`src/rtl/present_sbox_serial_ctrl.sv`:
```
// Serial sequencer for a shared, pipelined 3-share masked PRESENT S-box: feeds 16 nibbles, collects 16 results.
// Optional build macro PRESENT_SBOX_ZEROIZE_EN scrubs S-box inputs and shift registers when idle.
module present_sbox_serial_ctrl #(
    parameter int NIBBLES  = 16,
    parameter int SBOX_LAT = 2
) (
    input  logic                   clk,
    input  logic                   rst,
    input  logic                   start,
    input  logic [4*NIBBLES-1:0]   state_in1,
    input  logic [4*NIBBLES-1:0]   state_in2,
    input  logic [4*NIBBLES-1:0]   state_in3,
    output logic                   busy,
    output logic                   done,
    output logic [4*NIBBLES-1:0]   state_out1,
    output logic [4*NIBBLES-1:0]   state_out2,
    output logic [4*NIBBLES-1:0]   state_out3,
    output logic [3:0]             sbox_in1,
    output logic [3:0]             sbox_in2,
    output logic [3:0]             sbox_in3,
    output logic                   sbox_in_valid,
    input  logic [3:0]             sbox_out1,
    input  logic [3:0]             sbox_out2,
    input  logic [3:0]             sbox_out3
);

    localparam int W  = 4 * NIBBLES;
    localparam int CW = $clog2(NIBBLES) + 1;
    localparam logic [CW-1:0] LAST_FEED = CW'(NIBBLES - 1);
    localparam logic [CW-1:0] ALL_NIB   = CW'(NIBBLES);

    typedef enum logic [1:0] {
        ST_IDLE  = 2'd0,
        ST_FEED  = 2'd1,
        ST_DRAIN = 2'd2,
        ST_DONE  = 2'd3
    } state_t;

    state_t                 state_q, state_d;
    logic [2:0][W-1:0]      in_sr_q, in_sr_d;
    logic [2:0][W-1:0]      out_sr_q, out_sr_d;
    logic [2:0][W-1:0]      state_out_q, state_out_d;
    logic [CW-1:0]          feed_cnt_q, feed_cnt_d;
    logic [CW-1:0]          col_cnt_q, col_cnt_d;
    logic [SBOX_LAT-1:0]    vpipe_q, vpipe_d;

    logic [2:0][W-1:0]      state_in_w;
    logic [2:0][3:0]        sbox_out_w;
    logic [2:0][3:0]        sbox_in_w;
    logic                   feed_w;
    logic                   capture_w;

    assign state_in_w = {state_in3, state_in2, state_in1};
    assign sbox_out_w = {sbox_out3, sbox_out2, sbox_out1};

    assign feed_w        = (state_q == ST_FEED);
    assign sbox_in_valid = feed_w;
    assign busy          = (state_q == ST_FEED) || (state_q == ST_DRAIN);
    assign done          = (state_q == ST_DONE);
    assign capture_w     = vpipe_q[SBOX_LAT-1] && busy;

    genvar gi;
    generate
        for (gi = 0; gi < 3; gi++) begin : g_share
`ifdef PRESENT_SBOX_ZEROIZE_EN
            assign sbox_in_w[gi] = feed_w ? in_sr_q[gi][3:0] : 4'h0;
`else
            assign sbox_in_w[gi] = in_sr_q[gi][3:0];
`endif
        end
    endgenerate

    assign sbox_in1   = sbox_in_w[0];
    assign sbox_in2   = sbox_in_w[1];
    assign sbox_in3   = sbox_in_w[2];
    assign state_out1 = state_out_q[0];
    assign state_out2 = state_out_q[1];
    assign state_out3 = state_out_q[2];

    always_comb begin
        state_d     = state_q;
        in_sr_d     = in_sr_q;
        out_sr_d    = out_sr_q;
        state_out_d = state_out_q;
        feed_cnt_d  = feed_cnt_q;
        col_cnt_d   = col_cnt_q;
        vpipe_d     = SBOX_LAT'({vpipe_q, feed_w});

        // Result nibbles enter at the top so nibble 0 lands at [3:0] after the last capture.
        if (capture_w) begin
            for (int s = 0; s < 3; s++) begin
                out_sr_d[s] = {sbox_out_w[s], out_sr_q[s][W-1:4]};
            end
            if (col_cnt_q != ALL_NIB) begin
                col_cnt_d = col_cnt_q + CW'(1);
            end
        end

        case (state_q)
            ST_IDLE: begin
                if (start) begin
                    in_sr_d    = state_in_w;
                    feed_cnt_d = '0;
                    col_cnt_d  = '0;
                    state_d    = ST_FEED;
                end
            end
            ST_FEED: begin
                // Rotate so the input registers hold only the original share data afterwards.
                for (int s = 0; s < 3; s++) begin
                    in_sr_d[s] = {in_sr_q[s][3:0], in_sr_q[s][W-1:4]};
                end
                if (feed_cnt_q != ALL_NIB) begin
                    feed_cnt_d = feed_cnt_q + CW'(1);
                end
                if (feed_cnt_q == LAST_FEED) begin
                    state_d = ST_DRAIN;
`ifdef PRESENT_SBOX_ZEROIZE_EN
                    in_sr_d = '0;
`endif
                end
            end
            ST_DRAIN: begin
                // Look at the post-capture count so done follows the final capture directly.
                if (col_cnt_d == ALL_NIB) begin
                    state_d     = ST_DONE;
                    state_out_d = out_sr_d;
                end
            end
            ST_DONE: begin
                state_d = ST_IDLE;
`ifdef PRESENT_SBOX_ZEROIZE_EN
                out_sr_d = '0;
`endif
            end
            default: state_d = ST_IDLE;
        endcase
    end

    always_ff @(posedge clk) begin
        if (rst) begin
            state_q     <= ST_IDLE;
            in_sr_q     <= '0;
            out_sr_q    <= '0;
            state_out_q <= '0;
            feed_cnt_q  <= '0;
            col_cnt_q   <= '0;
            vpipe_q     <= '0;
        end else begin
            state_q     <= state_d;
            in_sr_q     <= in_sr_d;
            out_sr_q    <= out_sr_d;
            state_out_q <= state_out_d;
            feed_cnt_q  <= feed_cnt_d;
            col_cnt_q   <= col_cnt_d;
            vpipe_q     <= vpipe_d;
        end
    end

endmodule

```
`config.mk`:
```
export PLATFORM = sky130hd
export DESIGN_NAME = present_sbox_serial_ctrl
export DESIGN_NICKNAME = d
export VERILOG_FILES = /design/src/rtl/present_sbox_serial_ctrl.sv
export SDC_FILE = /design/constraint.sdc
export NUM_CORES = 1
export LEC_CHECK = 0
export BUFFER_PORTS_ARGS = -buffer_cell sky130_fd_sc_hd__buf_2
export CAP_MARGIN = 20
export CORE_MARGIN = 2
export CORE_UTILIZATION = 55
export CTS_BUF_LIST = sky130_fd_sc_hd__clkbuf_8
export DETAILED_ROUTE_END_ITERATION = 10
export PLACE_DENSITY = 0.79
export SKIP_CTS_REPAIR_TIMING = 1
export SLEW_MARGIN = 25
export SYNTH_ARGS = -nofsm -noshare
export SYNTH_HDL_FRONTEND = slang
export SYNTH_SLANG_ARGS = --single-unit
```
`constraint.sdc`:
```
create_clock -name clk -period 3.23 [get_ports clk]
set_input_delay 0.4845 -clock clk [delete_from_list [all_inputs] [get_ports clk]]
set_output_delay 0.4845 -clock clk [all_outputs]
set_load 0.01 [all_outputs]
```
==> results.md <==
* Internal at 13.27 mW
* Status: finished clean
* Adder-Cell Fraction of Synth Area at 0.4748%
* Largest family of logic cells by synthesized area: multiplexers
* Initial antenna violation count at 22
* Post-synthesis mux area share at 18.98%
* Non-filler cells, final at 3378
* # port buffers at 413
* DP HPWL at 36.99 mm
* FF+latch count, synth at 590
* Share of cells above drive strength 1 at 23.99%
* Area leader, netlist: dfxtp_1
* Post-Synth XOR/XNOR Area at 0.1108%
* Power per Cell Area at 694.8 nW/µm²
* First-pass GRT wire length at 88.86 mm
* Maximum clock rate at 0.3328 GHz
* Required @ worst endpoint at 3.79 ns
* Comb pwr share at 22.5%
* Fill cell count at 3383
* DIE WIDTH at 211.7 µm
* Die Y at 211.7 µm
* Synthesized-area fraction occupied by and/or/nand/nor cells at 15.14%
* Ys async rst share at 0%
* Slew @ Worst Pin at 0.9877 ns
* Hold WC Path Type: in2reg
* Top cells by area, synth: dfxtp_1 (50%), mux2i_1 (8.2%), mux2_4 (6.3%)
* Grt ovf at 0
* Count leader, synth: dfxtp_1
* Post-synthesis compound-gate area fraction at 10.75%
* Final setup violation count at 0
* RSZ-0062 raised after global routing: no
* Final wirelength at 55.84 mm
* Final hold vios at 0
* Max_cap viols at 0
* Number of global-route vias before repair at 17.91k
* Largest net degree at the start of global routing at 196
* Max Root-Sink Buffers at 3
* Sw frac at 31.06%
* Core outline area at 42790 µm²
* Synthesized Nets at 2639
* TritonCTS clock tree: built
* Synthesized instance count at 2423
* CTS clock-pin slew for the worst setup and hold paths at 0.06 ns
* Synth top area share at 49.80%
* CP Launch Type: flip-flop
* Post-synth top cells: dfxtp_1 (590), nand2_1 (394), nor2_1 (199), a21oi_1 (198), nor2b_1 (197)
* Via count at 17.94k
* Clock Sinks at 590
* Post-synth EDFFs at 0
* Gr usage total at 24.41%
* Top_reg_cell synth: dfxtp_1
* Net Switching at 5.980 mW
* IO Count at 414
* CTS root buffer: clkbuf_8
* Min cycle time layout at 3.005 ns
* Final critical-path setup slack at 0.2250 ns
* Starting density of the core at 55.42%
* Slew headroom at 34.15%
* Slew Viols, Final at 0
* Die area at 44800 µm²
* Max Clock Skew at 0.03444 ns
* Critical path type: reg2reg
* Pleak at 11.47 nW
* Mapped Area at 23720 µm²
* DRC at 0
* Row count at 76
* Skew-Pair Late Insertion Delay at 0.69 ns
* Clock network power share at 31.6%
* CP max FO at 27
* Final Cycle Share at 93.03%
* CP Capture Type: flip-flop
* Count of cell types in the netlist at 41
* Maximum vdd drop at 0.5533 mV
* DRT antenna net count at 0
* Placer Congestion at 0.8253
* Nets@finish at 2967
* Synth warn at 0
* Initial DRC count at 1147
* Total negative slack at 0 ns
* Drt pass-1 iters at 7
* H-tree levels at 3
* Seq pwr share at 45.9%
* WL/cell at 16.53 µm
* Placed Cells incl. Taps at 3201
* Final core utilization at 64.77%
* Sequential area share after synthesis at 49.80%
* CP Data Arrival Time at 3.56 ns
* Vias per Instance at 5.311
* Dpl ws at 0.2315 ns
* Cts bufs inserted at 94
* Mapped Avg Cell Area at 9.788 µm²
* Area delta synth->final at 16.86%
power by group through the flow:
stage / combinational [mW] / clock, mW / sequential [mW]
2_1_floorplan: 3.51 / 0 / 8.78
5_1_grt: 4.80 / 6.55 / 8.96
6_report: 4.33 / 6.08 / 8.85
3_3_place_gp: 4.15 / 0 / 8.93
4_1_cts: 4.33 / 6.22 / 8.84
3_5_place_dp: 4.32 / 0 / 8.98
worst max-delay path, cell delays in order (launching register included):
cell      delay, ns
dfxtp_1        0.42
inv_1          0.11
ha_1           0.40
nand2_4        0.10
or4b_4         0.56
a21boi_4       0.18
and3_4         0.26
buf_12         0.25
buf_12         0.22
mux2_1         0.35
logic make-up after synthesis:
kind of cell | count (synthesis)
simple gates | 810
buf+inv | 217
xor+xnor | 3
mux | 388
fa+ha+maj | 9
flops | 590
compound gates | 406
through the flow:
step           hold slack [ns]  area, µm²  power, mW
2_1_floorplan           0.4138      23720      12.29
3_3_place_gp            0.4241      25880      13.08
5_1_grt                0.03591      27700      20.31
6_report               0.07264      27710      19.25
3_5_place_dp            0.4269      25880      13.30
4_1_cts                0.01079      27670      19.39
final timing paths:
kind	from	end	slack (ns)	depth (start not counted)
max	state_q[0]	state_out1[18]	0.23	9
max reg2reg	state_q[0]	state_out1[18]	0.23	9
min reg2reg	vpipe_q[0]	vpipe_q[1]	0.44	1
min	sbox_out2[2]	out_sr_q[126]	0.07	3
layout by cell type, fill, tap and decap left out, types with 2 or more instances in the layout:
cell,instances
mux2_1,92
mux2_4,100
dfxtp_1,590
nand2b_1,2
ha_1,8
inv_6,4
diode_2,18
nor2b_1,197
xnor2_1,2
buf_4,7
a211oi_1,192
nor2_1,199
mux2i_1,195
buf_2,412
nand3_1,4
clkbuf_8,115
inv_1,40
nor3_1,2
or3_1,3
o21ai_0,2
a21oi_1,198
nand4_1,3
buf_12,20
clkinv_2,7
o21ai_1,5
nand2_1,393
registers in the layout (all words and copies together) (netlist names):
name / count
col_cnt_q: 5
in_sr_q: 180
sbox_in2: 4
feed_cnt_q: 5
state_out3: 64
state_out1: 64
vpipe_q: 2
state_out2: 64
sbox_in1: 4
state_q: 2
sbox_in3: 4
out_sr_q: 192
routing by layer:
metal / global-route usage [%] / share of wire (%)
met4: 10.71 / 3.4
met3: 8.322 / 7.8
met2: 40.10 / 47
met1: 29.01 / 42
met5: 0 / 0.073
final cells by class:
cell class                 instances  area (µm²)  area share [%]
clock buffer                     115        1583           5.711
timing repair buffer             440        2530           9.129
sequential                       590       11810           42.62
multi-input combinational       1616       10820           39.05
clock inverter                    44       205.2          0.7404
antenna                           18       45.04          0.1625
tap                              546       683.2           2.465
inverter                           9       33.78          0.1219
Note: power is estimated with default switching activity, not from simulation.
